`config.mk`:
```
export PLATFORM = sky130hd
export DESIGN_NAME = mem_arbiter
export DESIGN_NICKNAME = d
export VERILOG_FILES = /design/src/rtl/mem_arb_pkg.sv /design/src/rtl/mem_arbiter_tag_pipe.sv /design/src/rtl/mem_arbiter.sv
export SDC_FILE = /design/constraint.sdc
export NUM_CORES = 1
export LEC_CHECK = 0
export CORE_AREA = 2 2 106 108
export CTS_CLUSTER_DIAMETER = 50
export CTS_CLUSTER_SIZE = 10
export DETAILED_ROUTE_END_ITERATION = 6
export DIE_AREA = 0 0 108 110
export GPL_ROUTABILITY_DRIVEN = 0
export PLACE_DENSITY = 0.63
export SYNTH_ARGS = -nofsm -noshare
export SYNTH_HDL_FRONTEND = slang
export SYNTH_SLANG_ARGS = --single-unit
```
`constraint.sdc`:
```
create_clock -name clk -period 2.2 [get_ports clk]
set_input_delay 0.55 -clock clk [delete_from_list [all_inputs] [get_ports clk]]
set_output_delay 0.55 -clock clk [all_outputs]
set_load 0.01 [all_outputs]
```
`src/rtl/mem_arb_pkg.sv`:
```
// Shared types for the memory arbiter: response owner, in-flight tag, latency bound.
package mem_arb_pkg;

  typedef enum logic {OWN_IF = 1'b0, OWN_D = 1'b1} owner_e;

  typedef struct packed {
    logic   v;
    owner_e own;
    logic   we;
  } arb_tag_t;

  localparam int MAX_LAT = 4;

endpackage

```
`src/rtl/mem_arbiter_tag_pipe.sv`:
```
// MEM_LAT-deep shift register of response tags; the head lines up with mem_rdata.
module arb_tag_pipe
  import mem_arb_pkg::*;
#(
  parameter int MEM_LAT = 1
) (
  input  logic     clk,
  input  logic     rst,
  input  arb_tag_t tag_in,
  output arb_tag_t tag_out
);

  if (MEM_LAT < 1 || MEM_LAT > MAX_LAT) begin : g_bad_lat
    $error("arb_tag_pipe: MEM_LAT must be within 1..MAX_LAT");
  end

  arb_tag_t tag_p [MEM_LAT];

  always_ff @(posedge clk) begin
    if (rst) begin
      for (int i = 0; i < MEM_LAT; i++) tag_p[i] <= '0;
    end else begin
      tag_p[0] <= tag_in;
      for (int i = 1; i < MEM_LAT; i++) tag_p[i] <= tag_p[i-1];
    end
  end

  assign tag_out = tag_p[MEM_LAT-1];

endmodule

```
`src/rtl/mem_arbiter.sv`:
```
// Fetch/data arbiter for a single-port fixed-latency memory.
// MEM_ARB_RR_EN selects round-robin arbitration instead of data priority with starvation escape.
module mem_arbiter
  import mem_arb_pkg::*;
#(
  parameter int ADDR_W     = 32,
  parameter int DATA_W     = 32,
  parameter int MEM_LAT    = 1,
  parameter int STARVE_MAX = 4
) (
  input  logic                clk,
  input  logic                rst,
  input  logic                if_req,
  input  logic [ADDR_W-1:0]   if_addr,
  output logic                if_gnt,
  output logic                if_rvalid,
  output logic [DATA_W-1:0]   if_rdata,
  input  logic                d_req,
  input  logic                d_we,
  input  logic [ADDR_W-1:0]   d_addr,
  input  logic [DATA_W-1:0]   d_wdata,
  input  logic [DATA_W/8-1:0] d_wstrb,
  output logic                d_gnt,
  output logic                d_rvalid,
  output logic [DATA_W-1:0]   d_rdata,
  output logic                mem_en,
  output logic                mem_we,
  output logic [ADDR_W-1:0]   mem_addr,
  output logic [DATA_W-1:0]   mem_wdata,
  output logic [DATA_W/8-1:0] mem_wstrb,
  input  logic [DATA_W-1:0]   mem_rdata
);

  logic     grant_if, grant_d;
  arb_tag_t tag_in, tag_head;

`ifdef MEM_ARB_RR_EN
  // rr_ptr names the port that wins the next conflict.
  owner_e rr_ptr;

  always_ff @(posedge clk) begin
    if (rst)         rr_ptr <= OWN_IF;
    else if (if_gnt) rr_ptr <= OWN_D;
    else if (d_gnt)  rr_ptr <= OWN_IF;
  end

  always_comb begin
    grant_d  = d_req && !(if_req && rr_ptr == OWN_IF);
    grant_if = if_req && !grant_d;
  end
`else
  localparam int CNT_W = $clog2(STARVE_MAX + 1);

  logic [CNT_W-1:0] starve_cnt;
  logic             starved;

  assign starved = (starve_cnt == CNT_W'(STARVE_MAX));

  always_ff @(posedge clk) begin
    if (rst)                     starve_cnt <= '0;
    else if (!if_req || grant_if) starve_cnt <= '0;
    else if (!starved)           starve_cnt <= starve_cnt + CNT_W'(1);
  end

  always_comb begin
    grant_d  = d_req && !(if_req && starved);
    grant_if = if_req && !grant_d;
  end
`endif

  assign if_gnt = !rst && grant_if;
  assign d_gnt  = !rst && grant_d;

  // Issue stage: drive the memory from the granted port.
  always_comb begin
    mem_en    = 1'b0;
    mem_we    = 1'b0;
    mem_addr  = '0;
    mem_wdata = '0;
    mem_wstrb = '0;
    tag_in    = '0;
    if (d_gnt) begin
      mem_en    = 1'b1;
      mem_we    = d_we;
      mem_addr  = d_addr;
      mem_wdata = d_wdata;
      mem_wstrb = d_wstrb;
      tag_in.v  = 1'b1;
      tag_in.own = OWN_D;
      tag_in.we = d_we;
    end else if (if_gnt) begin
      mem_en    = 1'b1;
      mem_addr  = if_addr;
      tag_in.v  = 1'b1;
      tag_in.own = OWN_IF;
    end
  end

  arb_tag_pipe #(.MEM_LAT(MEM_LAT)) u_tag_pipe (
    .clk     (clk),
    .rst     (rst),
    .tag_in  (tag_in),
    .tag_out (tag_head)
  );

  // Response stage: route mem_rdata to the owner of the head tag.
  always_comb begin
    if_rvalid = 1'b0;
    if_rdata  = '0;
    d_rvalid  = 1'b0;
    d_rdata   = '0;
    if (!rst && tag_head.v) begin
      if (tag_head.own == OWN_D) begin
        d_rvalid = 1'b1;
        if (!tag_head.we) d_rdata = mem_rdata;
      end else begin
        if_rvalid = 1'b1;
        if_rdata  = mem_rdata;
      end
    end
  end

endmodule

```
Yosys cells after proc, flatten, opt, wreduce, memory -nomap -nowiden --
Memory sizes are Yosys's and may differ from the RTL's. Cells that the tools add are included.
Storage, ports and cells: ROM bits 0, register bits after elaboration 3, memory bits (writable) 3, output and inout port bits 138, word-level logic and storage cells 40, memories kept 1, latch bits 0, input port bits 137
Memory list:
- u_tag_pipe.tag_p | depth 1, bits a word 3, rd ports 1, clocked after memory_dff 0, wr ports 1, line mem_arbiter_tag_pipe.sv:17 | arb_tag_t tag_p [MEM_LAT];
Cells by class: muxes and demuxes 23, order comparisons 0, $add $sub $neg 1, shift-type cells 0, bitwise gates (word level) 0, $mul 0, reduce and logical (&&, ||, !) cells 13, divide/modulo/power cells 0, eq/ne operators 1
Operator list (number):
- $mux W32 | 8
- $mux W1 | 11
- $logic_and A1 B1 Y1 | 6
- $logic_not A1 Y1 | 4
- $mux W2 | 2
- $mux W4 | 1
- $add A3 B1 Y3 const B | 1
- $eq A3 B3 Y1 const B | 1
- $mux W3 | 1
- $reduce_or A3 Y1 | 1
- $reduce_or A2 Y1 | 1
- $logic_or A1 B1 Y1 | 1

Logic depth before layout (Yosys ltp) --
word-level depth 10, mapped depth 7, depth with buffers taken out 5

By module --
Synthesis repeated with hierarchy kept, for this count alone.
Unflattened totals: cell total of the unflattened synthesis 186, area total of the unflattened synthesis 1316.3 um^2
By module, submodules not included:
- mem_arbiter | sequential area each 60.1 um^2, area each 1237.4 um^2, cells an instance 180, times used 1
- arb_tag_pipe | sequential area each 60.1 um^2, area each 78.8 um^2, cells an instance 6, times used 1

Worst setup path after synthesis --
OpenSTA, ideal clock, no wires.
path type in2out, start point input d_req, end point output mem_addr[22], stages on the path 5, path buffers 2, arrival time 1.355 ns, slack 0.295 ns, required time 1.650 ns, path through nor2b_2 -> and2_1 -> buf_6 -> buf_6 -> a22o_1
Between the ends: elaborated cells between the ends (all ways) 7
RTL lines:
- start, declared | line mem_arbiter.sv:18 | input logic d_req,
- $logic_and A1 B1 Y1 | line mem_arbiter.sv:66 | grant_d = d_req && !(if_req && starved);
- $logic_and A1 B1 Y1 | line mem_arbiter.sv:72 | assign d_gnt = !rst && grant_d;
- via d_gnt | line mem_arbiter.sv:23 | output logic d_gnt,
- $mux W32 | line mem_arbiter.sv:82 | if (d_gnt) begin
- end, declared | line mem_arbiter.sv:28 | output logic [ADDR_W-1:0] mem_addr,
The timed path passes the listed nets, and every way through them passes these cells.

Worst setup path in the final report --
start point input rst, end point output d_rdata[23]
Between the ends: word-level cells in the longest chain between the ends 3
RTL lines:
- start, declared | line mem_arbiter.sv:12 | input logic rst,
- $logic_not A1 Y1 | line mem_arbiter.sv:112 | if (!rst && tag_head.v) begin
- $logic_and A1 B1 Y1 | line mem_arbiter.sv:112
- $mux W32 | line mem_arbiter.sv:112
- end, declared | line mem_arbiter.sv:25 | output logic [DATA_W-1:0] d_rdata,
No other way between the ends.

==> results by group <==
Timing
  – Setup TNS: 0 ps
  – Minimum clock period: 2180 ps
  – Fmax achieved: 458 MHz
  – Period utilization: 0.992
  – Final Skew: 1.31 ps
  – Slew HR: 0.857
  – Unrepaired setup endpoints after global routing: yes
  – Endpoints failing hold: 0
  – Tightest Pin Transition: 214 ps
  – Max Transition Viols Final: 0
  – Setup-failing EPs final: 0

Final layout
  – Share of cells above drive strength 1: 0.243
  – Diodes inserted: 0
  – Layout Nets: 610
  – Area delta synth->final: 222%
  – Non-filler cells, final: 609

Global routing
  – Grt ovf: 0
  – First-pass GRT wire length: 12700 um
  – Via count of the first global-routing pass: 2376
  – Largest net degree at the start of global routing: 40
  – GR Util All Layers: 0.136
  – Initial antenna violation count: 0

Logic synthesis
  – Number of enable flip-flop cells after synthesis: 0
  – Syn Area/Cell: 7.13 um2
  – Syn Inst Count: 184
  – Net Count, Synth: 323
  – Commonest cells in the netlist: and2_1 (66), and3_1 (38), a22o_1 (32)
  – Main synth FF type: dfxtp_1
  – Largest cells by area after synthesis: and2_1 (31%), a22o_1 (21%), and3_1 (18%), dfxtp_1 (9.2%), buf_6 (3.4%)
  – Top-area cell type share of the netlist area: 0.315
  – Syn Std Cell Area: 1310 um2
  – FFs w/ async S/R, synth: 0
  – Synth area leader: and2_1
  – Ys Warns: 0
  – Most numerous cell in the Yosys netlist: and2_1
  – Sequential element share of the synthesized area: 0.0915
  – Yosys reg bits: 6
  – Count of cell types in the netlist: 21

CTS
  – CTS root buf: clkbuf_8
  – Reg clk slew, reported paths: 40 ps
  – CTS Buffer Depth: 2
  – CTS Buf Count: 3
  – H-tree Lvls: 1
  – Clock latency on the worst-skew pair: 230 ps
  – CTS Sinks: 6
  – CTS tree: done

Die
  – Row count: 38
  – Core area: 10700 um2
  – Initial Utilization: 0.123
  – Ports: 275
  – Die area: 11900 um2
  – Chip height: 110 um
  – Die Wd: 108 um

Detailed routing
  – DR pass1 iterations: 4
  – Drt drc: 0
  – DRT iter0 DRCs: 113
  – Antenna Violating Nets Remaining: 0
  – Total Wirelength: 9360 um
  – Routed via count: 2496
  – Wirelength per Cell: 15.4 um
  – Via density: 4.10

Worst setup path
  – Path depth of the worst reg2reg path: 5
  – Reg2Reg Setup Slack: 1060 ps
  – Worst setup EP type: output pin
  – R2r endpoint: u_tag_pipe.tag_p[0][0]
  – CP Capture Point: d_rdata[23]
  – RR Startpoint: starve_cnt[0]
  – Setup crit start kind: primary input
  – Crit-path max FO: 16
  – CP Launch Point: rst
  – Critical path arrival: 1630 ps
  – CP Data Required Time: 1650 ps
  – Critical path class: primary input to output pin

Placed design
  – Placed instance count: 589
  – Port bufs: 274
  – DP Wirelength: 7130 um

Flow run
  – Max-cap violations: 0

Run status
  – Status: complete, no violations

Power
  – Maximum VDD drop: 0.000121 V
  – Cell Pwr Density: 212 nW/um2
  – Leak: 2.26 nW
  – Total power: 897 uW

Hold path
  – Hold Path Class: flop to flop
registers in the layout, summed over array words and instances (netlist names):
name	flops
u_tag_pipe.tag_p	3
starve_cnt	3
through the flow:
step / utilization / setup slack (ps) / instance area (um2) / hold WS (ps)
finish: 0.395 / 18.3 / 4220 / 510
global route: 0.395 / -25.8 / 4220 / 519
CTS: 0.399 / -124 / 4270 / 526
detailed placement: 0.397 / -795 / 4250 / 506
global placement: 0.397 / -769 / 4250 / 499
floorplan: - / 295 / 1310 / 425
logic make-up (layout without fill, tap and decap cells):
| family | Yosys count | in the layout | share of synthesized area |
|---|---|---|---|
| DFF | 6 | 6 | 0.0915 |
| buffers and inverters | 23 | 308 | 0.0963 |
| and+or+nand+nor | 119 | 119 | 0.565 |
| AOI/OAI and AO/OA | 33 | 33 | 0.220 |
| muxes | 1 | 1 | 0.00763 |
| adders and majority gates | 2 | 2 | 0.0191 |
what timing repair did:
action / in CTS / in global routing
setup buffers: 11 / 1
hold buffers: 0 / 0
cloned: 7 / 0
pin swaps: 5 / 4
gates resized for setup: 371 / 22
setup endpoints to repair: 138 / 67
critical path, cell delays in order:
cell	delay, ps
buf_8	100
and3b_1	180
and2b_2	210
bufbuf_16	280
and2_1	160
buf_2	140
cell type report:
| class | instances | area (um2) |
|---|---|---|
| fillers | 1113 | 6470 |
| repair buffers | 303 | 2760 |
| multi-input cells | 155 | 1110 |
| well taps | 140 | 175 |
| flip-flops and latches | 6 | 123 |
| clock buffers | 3 | 41.3 |
| inverters | 2 | 7.51 |
worst min-delay path by stage:
stage                        from                endpoint  slack [ps]  cells past startpoint
floorplan           starve_cnt[0]           starve_cnt[0]         420                      1
global placement    starve_cnt[0]           starve_cnt[0]         500                      2
detailed placement  starve_cnt[0]           starve_cnt[0]         510                      2
CTS                           rst  u_tag_pipe.tag_p[0][2]         530                      2
global route        starve_cnt[0]           starve_cnt[0]         520                      2
finish              starve_cnt[0]           starve_cnt[0]         510                      2
cell usage in the layout, fill, tap and decap left out, types with 2 or more instances in the layout:
cell and n:
clkdlybuf4s50_1 135, and2_1 65, buf_2 63, dlygate4sd2_1 55, and3_1 38, a22o_1 32, buf_4 14, clkdlybuf4s15_1 14
buf_6 6, buf_12 6, nor2_1 5, clkbuf_2 4, dfxtp_1 4, clkbuf_8 3, buf_16 3, inv_2 2
bufbuf_16 2, dfxtp_2 2
routing by layer:
metal / vias to the layer above / part of all wire / global-route usage
met3: 5 / 0.097 / 0.0359
met1: 1132 / 0.38 / 0.155
met4: 0 / 0.0052 / 0.0192
li1: 1223 / - / -
met2: 136 / 0.52 / 0.259
met5: - / 0 / 0
where the power goes:
group / internal, mW / switching, mW
logic: 0.405 / 0.207
registers: 0.114 / 0.00235
clock network: 0.118 / 0.0509
total: 0.637 / 0.261
Note: power is estimated with default switching activity, not from simulation.
